===== src/rtl/pci_storage_bank.sv =====
// pci_storage_bank
//   DEPTH x 32-bit word store behind the PCI target storage controller.
//   Writes are posted into a BUF_DEPTH-entry FIFO and committed to the array
//   one entry every DRAIN_CYCLES clocks, merged byte-by-byte (BE is active-low).
//   Reads are only accepted once the FIFO is empty, so a read never returns a
//   word that still has a posted write pending.
// Ports
//   clock, reset        : system clock, async active-high reset
//   CMD                 : 0=READ 1=WRITE 2=DETERM 3..7=NOP
//   storage_address     : word address (used directly, or as burst start)
//   BE                  : active-low byte enables for writes
//   BURST_MODE          : 1 = internal auto-incrementing address
//   Sdata               : write data
//   Rdata               : registered read data (latency 1)
//   S_FULL              : stall request (FIFO full, or READ while FIFO busy)
//   B_FULL              : disconnect request after an access to the last word
//   buf_count           : FIFO occupancy (debug)

module pci_sb_byte_lane (
  input  logic [7:0] old_byte,
  input  logic [7:0] new_byte,
  input  logic       be_n,
  output logic [7:0] merged
);
  assign merged = be_n ? old_byte : new_byte;
endmodule

module pci_storage_bank #(
  parameter int DEPTH        = 8,
  parameter int BUF_DEPTH    = 4,
  parameter int DRAIN_CYCLES = 2
) (
  input  logic        clock,
  input  logic        reset,
  input  logic [2:0]  CMD,
  input  logic [2:0]  storage_address,
  input  logic [3:0]  BE,
  input  logic        BURST_MODE,
  input  logic [31:0] Sdata,
  output logic [31:0] Rdata,
  output logic        S_FULL,
  output logic        B_FULL,
  output logic [2:0]  buf_count
);
  localparam int NUM_LANES = 4;
  localparam int PW = $clog2(BUF_DEPTH);
  localparam int TW = (DRAIN_CYCLES > 1) ? $clog2(DRAIN_CYCLES) : 1;

  localparam logic [2:0]    CMD_READ  = 3'd0;
  localparam logic [2:0]    CMD_WRITE = 3'd1;
  localparam logic [2:0]    CMD_DETERM = 3'd2;
  localparam logic [2:0]    BUF_FULL  = 3'(BUF_DEPTH);
  localparam logic [2:0]    LAST_ADDR = 3'(DEPTH - 1);
  localparam logic [PW-1:0] PTR_LAST  = PW'(BUF_DEPTH - 1);
  localparam logic [TW-1:0] T_LAST    = TW'(DRAIN_CYCLES - 1);

  typedef struct packed {
    logic [2:0]  addr;
    logic [3:0]  be_n;
    logic [31:0] data;
  } wr_ent_t;

  wr_ent_t [BUF_DEPTH-1:0]   fifo_q, fifo_d;
  logic [PW-1:0]             wr_ptr_q, wr_ptr_d, rd_ptr_q, rd_ptr_d;
  logic [2:0]                count_q, count_d;
  logic [TW-1:0]             timer_q, timer_d;
  logic [DEPTH-1:0][31:0]    mem_q, mem_d;
  logic [2:0]                ptr_q, ptr_d;
  logic                      first_q, first_d;
  logic [31:0]               rdata_q, rdata_d;
  logic                      bfull_q, bfull_d;

  logic                      is_rw, is_nop, wr_acc, rd_acc, acc, pop;
  logic [2:0]                eff_addr;
  wr_ent_t                   head;
  logic [NUM_LANES-1:0][7:0] merged_word;

  assign head = fifo_q[rd_ptr_q];

  // Commit merge of the FIFO head into its target word, one instance per byte.
  for (genvar i = 0; i < NUM_LANES; i++) begin : g_lane
    pci_sb_byte_lane u_lane (
      .old_byte (mem_q[head.addr][8*i +: 8]),
      .new_byte (head.data[8*i +: 8]),
      .be_n     (head.be_n[i]),
      .merged   (merged_word[i])
    );
  end

  always_comb begin
    is_rw    = (CMD == CMD_READ) || (CMD == CMD_WRITE);
    is_nop   = (CMD > CMD_DETERM);
    // first_q marks "no READ/WRITE since the last NOP": the burst start
    // comes straight from the address bus, later beats from the pointer.
    eff_addr = (BURST_MODE && !first_q) ? ptr_q : storage_address;
    wr_acc   = (CMD == CMD_WRITE) && (count_q != BUF_FULL);
    rd_acc   = (CMD == CMD_READ) && (count_q == 3'd0);
    acc      = wr_acc || rd_acc;
    pop      = (count_q != 3'd0) && (timer_q == T_LAST);
  end

  always_comb begin
    fifo_d   = fifo_q;
    wr_ptr_d = wr_ptr_q;
    rd_ptr_d = rd_ptr_q;
    count_d  = count_q;
    timer_d  = timer_q;
    mem_d    = mem_q;
    ptr_d    = ptr_q;
    first_d  = first_q;
    rdata_d  = rdata_q;
    bfull_d  = bfull_q;

    if (wr_acc) begin
      fifo_d[wr_ptr_q] = wr_ent_t'{addr: eff_addr, be_n: BE, data: Sdata};
      wr_ptr_d = (wr_ptr_q == PTR_LAST) ? '0 : wr_ptr_q + 1'b1;
    end

    if (pop) begin
      mem_d[head.addr] = merged_word;
      rd_ptr_d = (rd_ptr_q == PTR_LAST) ? '0 : rd_ptr_q + 1'b1;
    end

    case ({wr_acc, pop})
      2'b10:   count_d = count_q + 3'd1;
      2'b01:   count_d = count_q - 3'd1;
      default: count_d = count_q;
    endcase

    // Timer only runs while something is waiting to drain.
    if ((count_q == 3'd0) || pop) timer_d = '0;
    else                          timer_d = timer_q + 1'b1;

    // No commit can coincide with an accepted read (read needs empty FIFO).
    if (rd_acc) rdata_d = mem_q[eff_addr];

    // A blocked burst beat still latches its address so the retry hits it.
    if (BURST_MODE && is_rw)
      ptr_d = acc ? ((eff_addr == LAST_ADDR) ? 3'd0 : eff_addr + 3'd1) : eff_addr;

    if (is_nop)     first_d = 1'b1;
    else if (is_rw) first_d = 1'b0;

    if (acc && (eff_addr == LAST_ADDR)) bfull_d = 1'b1;
    else if (is_nop)                    bfull_d = 1'b0;
  end

  always_ff @(posedge clock or posedge reset) begin
    if (reset) begin
      fifo_q   <= '0;
      wr_ptr_q <= '0;
      rd_ptr_q <= '0;
      count_q  <= '0;
      timer_q  <= '0;
      mem_q    <= '0;
      ptr_q    <= '0;
      first_q  <= 1'b1;
      rdata_q  <= '0;
      bfull_q  <= 1'b0;
    end else begin
      fifo_q   <= fifo_d;
      wr_ptr_q <= wr_ptr_d;
      rd_ptr_q <= rd_ptr_d;
      count_q  <= count_d;
      timer_q  <= timer_d;
      mem_q    <= mem_d;
      ptr_q    <= ptr_d;
      first_q  <= first_d;
      rdata_q  <= rdata_d;
      bfull_q  <= bfull_d;
    end
  end

  assign S_FULL    = (count_q == BUF_FULL) || ((CMD == CMD_READ) && (count_q != 3'd0));
  assign Rdata     = rdata_q;
  assign B_FULL    = bfull_q;
  assign buf_count = count_q;

endmodule

===== config.mk =====
export PLATFORM = sky130hd
export DESIGN_NAME = pci_storage_bank
export DESIGN_NICKNAME = d
export VERILOG_FILES = /design/src/rtl/pci_storage_bank.sv
export SDC_FILE = /design/constraint.sdc
export NUM_CORES = 1
export LEC_CHECK = 0
export ABC_AREA = 1
export CAP_MARGIN = 20
export CELL_PAD_IN_SITES_DETAIL_PLACEMENT = 0
export CELL_PAD_IN_SITES_GLOBAL_PLACEMENT = 2
export CORE_MARGIN = 2
export CORE_UTILIZATION = 39
export DETAILED_ROUTE_END_ITERATION = 16
export PLACE_DENSITY_LB_ADDON = 0.1
export SETUP_SLACK_MARGIN = 0.5
export SLEW_MARGIN = 20
export SYNTH_ARGS = -nofsm -noshare
export SYNTH_HDL_FRONTEND = slang
export SYNTH_SLANG_ARGS = --single-unit

===== constraint.sdc =====
create_clock -name clock -period 41.7 [get_ports clock]
set_clock_uncertainty 0.1 [all_clocks]
set_input_delay 8.34 -clock clock [delete_from_list [all_inputs] [get_ports clock]]
set_output_delay 8.34 -clock clock [all_outputs]
set_load 0.005 [all_outputs]

Word-level counts from Yosys, hierarchy flattened --
Index checks and enable logic that the tools add are counted.
Word-level totals: output and inout bits 37, bits in registers 457
Operators by class: equal/unequal tests 8, magnitude comparators 7, $add $sub $neg 6, multiplexer cells 27, reductions and logical operators 20
Operators with widths (count):
- bitwise mux 256 bit | 1
- binary-select mux 32 bit (select 3 bit) | 2
- bitwise mux 156 bit | 1
- demux 32 bit (select 3 bit) | 1
- two-way mux 32 bit | 3
- binary-select mux 39 bit (select 2 bit) | 1
- demux 39 bit (select 2 bit) | 1
- two-way mux 39 bit | 2
- two-way mux 8 bit | 4
- logical AND 1 bit | 9
- two-way mux 3 bit | 3
- less-than comparator 3 x 4 -> 1 bit (second input constant) | 2
- adder 3 x 1 -> 3 bit (second input constant) | 2
- equality test 2 bit (second input constant) | 3
- equality test 3 bit (second input constant) | 2
- logical NOT 3 bit | 2
- less-than comparator 2 x 3 -> 1 bit (second input constant) | 2
- one-hot mux 3 bit (2 select lines) | 1
- nonzero test 2 bit | 3
- two-way mux 1 bit | 5
- adder 2 x 1 -> 2 bit (second input constant) | 2
- logical OR 1 bit | 4
- two-way mux 2 bit | 2
- equality test 3 x 1 -> 1 bit (second input constant) | 1
- other kinds (9) | 9

Longest topological paths before layout --
depth after elaboration 7, depth in mapped cells 15

Modules after synthesis --
Synthesis repeated with hierarchy kept, for this count alone.
Unflattened totals: cell total of the unflattened synthesis 3190, area total of the unflattened synthesis 23608.9 µm²
Modules (own cells, without submodules):
- pci_storage_bank | seq. area each 11437.2 µm², area each 23188.5 µm², cells each 3086, instances 1
- pci_sb_byte_lane | seq. area each 0.0 µm², area each 105.1 µm², cells each 26, instances 4

Least setup slack after synthesis --
Ideal clock, no wire load.
path type input to output, start point input port CMD[2], end point output port S_FULL, stages on the path 3, slack 24.509 ns, arrival time 8.751 ns, required time 33.260 ns, cell sequence nor2_1 > nand2_1 > a21oi_1
Between the ends: word-level cells in the longest chain between the ends 3
Ends and longest elaborated chain:
- from (decl) | line 35 | input logic [2:0] CMD,
- logical NOT 3 bit | line 174 | assign S_FULL = (count_q == BUF_FULL) || ((CMD == CMD_READ) && (count_q != 3'd0));
- logical AND 1 bit | line 174
- logical OR 1 bit | line 174
- to (decl) | line 41 | output logic S_FULL,
No other way between the ends.

Final worst setup path --
start point input port CMD[1], end point output port S_FULL
The elaborated chain is that of the path after synthesis.

==> impl_metrics.ini <==
[die]
die_area_mm2 = 0.0640
fp.coreArea_mm2 = 0.0615
start_util = 0.393
die_h_um = 253
num_rows = 91
die_w_um = 253
io_pins = 82

[clocking]
cts.sinks = 457
cts_tree = built
cts_root_buffer = clkbuf_16
clk_path_buf_depth = 3
cts_resized = 0
clock_latency_ps = 620
hold_buffers = 0
post_cts_buffers = 0
cts_buffers = 55
clk_pin_slew_worst_paths_ps = 60
htreeDepth = 2

[worst_setup_path]
path_buf_inv = 2
cpPeakStageDelay_ps = 510
required_ps = 33260
cp_common_cell = clkdlybuf4s50_1
crit_fanout = 4
cp-start-kind = input pin
cp_slowest_cell = clkdlybuf4s50_1
path_cells = clkdlybuf4s50_1 > nor2_1 > nand2_1 > a21oi_1 > clkdlybuf4s50_1
arrival_ps = 9820
crit_family = buffers and inverters
path_class = input pin to output port
cp-end-kind = output port

[sta]
setup_tns_ps = 0
fin_hold_ws_ps = 328
slew_violations = 0
max_freq_ghz = 0.0548
rsz0062_at_grt = no
period_needed_ps = 18260
worstMarginPinSlew_ps = 1120
setup_violations = 0
hold_viol = 0
finalCritPeriodShare = 0.438
slew_headroom = 0.254
worst_slack_ps = 23440

[cells_and_area]
nNetsFinal = 3249
syn2layout_area_growth_pct = 12.6
drive_above_1_share = 0.0744
layout.cells.most_common = nand2_1
utilization = 0.442
finalNonFillerCells = 4029
num_antenna_cells = 0
mostFrequentLayoutCells = nand2_1 (1061), dfrtp_1 (455), nand3_1 (450)
fin_area_mm2 = 0.0272

[global_routing]
gr-usage-all-layers = 0.273
grt_first_pass_wirelength_mm = 132
grt_pass1_vias = 21400
antenna_found_initial = 1
grt_max_degree = 163
overflow = 0

[placed_design]
dpl-instance-area_mm2 = 0.0253
gp_congestion = 0.789
dp_slack_ps = 23420
place_hpwl_mm = 44.7
port_buffers = 81
placed_cells = 3928

[yosys]
yosys_warnings = 0
syn-num-nets = 3277
syn-cell-area_mm2 = 0.0242
async_reset_ff_frac = 1.00
synth_edf_count = 0
ys.flop_type = dfrtp_1
syn_area_per_cell_um2 = 7.50
synth-seq-area-share = 0.473
ys_types = 36
ys_ff_latch = 457
syn_inst = 3223

[drt]
ant_nets = 0
vias = 22100
wl_per_cell_um = 21.5
wirelength_met1_mm = 39.3
drt_iter0_drc = 1913
dr_wl_met2_mm = 39.4
viasPerCell = 5.48
drc = 0
highest_layer = met4
totalWireLength_mm = 86.8
dr.pass1.iters = 6
dr_wl_met3_mm = 5.50

[power]
p_leak_nw = 13.6
total_power_mw = 2.59
ir_drop_mv = 0.0821
p_per_area_mw_per_mm2 = 95.1

[hold_path]
min_path_type = register to register

[flow_run]
max_cap_violations = 0

[run_status]
outcome = complete, no violations
## layout make-up
class,count,area (um2)
Multi-Input combinational cell,2285,10700
Clock buffer,91,1740
Timing Repair Buffer,122,1130
Inverter,274,1040
Clock inverter,10,118
Tap cell,790,988
Fill cell,6296,34300
Sequential cell,457,11400
## cells in the mapped netlist, types with 8 or more instances
| cell | n | area [um2] |
|---|---|---|
| a21oi_1 | 88 | 440 |
| buf_2 | 82 | 410 |
| buf_4 | 17 | 128 |
| buf_6 | 9 | 101 |
| clkbuf_1 | 92 | 345 |
| dfrtp_1 | 456 | 11400 |
| ha_1 | 8 | 100 |
| inv_1 | 255 | 957 |
| inv_2 | 15 | 56.3 |
| nand2_1 | 1066 | 4000 |
| nand2_2 | 37 | 231 |
| nand3_1 | 450 | 2250 |
| nand4_1 | 31 | 194 |
| nor2_1 | 156 | 586 |
| o211ai_1 | 66 | 495 |
| o21ai_0 | 319 | 1600 |
| o221ai_2 | 32 | 480 |
## report_power, final
part	total [mW]	switching (mW)	internal, mW
Combinational	1.34	0.978	0.361
Clock	0.492	0.196	0.295
Sequential	0.757	0.117	0.640
## layer usage
layer / global-route usage / vias to the layer above
met5: 0 / -
met4: 0.0898 / 0
met3: 0.0318 / 147
met2: 0.442 / 717
met1: 0.381 / 10800
li1: - / 10400
## registers in the layout (all words and copies together), names as in the netlist
| register | flops |
|---|---|
| wr_ptr_q | 2 |
| buf_count | 3 |
| Rdata | 32 |
| fifo_q | 156 |
| mem_q | 256 |
| first_q | 1 |
| B_FULL | 1 |
| rd_ptr_q | 2 |
| ptr_q | 3 |
| timer_q | 1 |
## path summary, 6_finish.rpt
check	end	slack, ps	from	cells after the start
max in group asynchronous	Rdata[5]$_DFFE_PP0P_	31260	reset	4
worst min register to register	timer_q$_DFF_PP0_	330	timer_q$_DFF_PP0_	1
min in group asynchronous	mem_q[182]$_DFFE_PP0P_	8180	reset	2
worst max register to register	mem_q[205]$_DFFE_PP0P_	36870	rd_ptr_q[0]$_DFFE_PP0P_	11
worst min-delay path	timer_q$_DFF_PP0_	330	timer_q$_DFF_PP0_	1
worst max-delay path	S_FULL	23440	CMD[1]	5
## cells by family (layout without fill, tap and decap cells)
logic type	after synthesis	count (layout)	synth area share
buf+inv	481	497	0.0848
simple gates	1755	1755	0.307
xor+xnor	3	3	0.00109
fa+ha+maj	9	9	0.00497
compound gates	518	518	0.128
flops	457	457	0.473
Note: power is estimated with default switching activity, not from simulation.
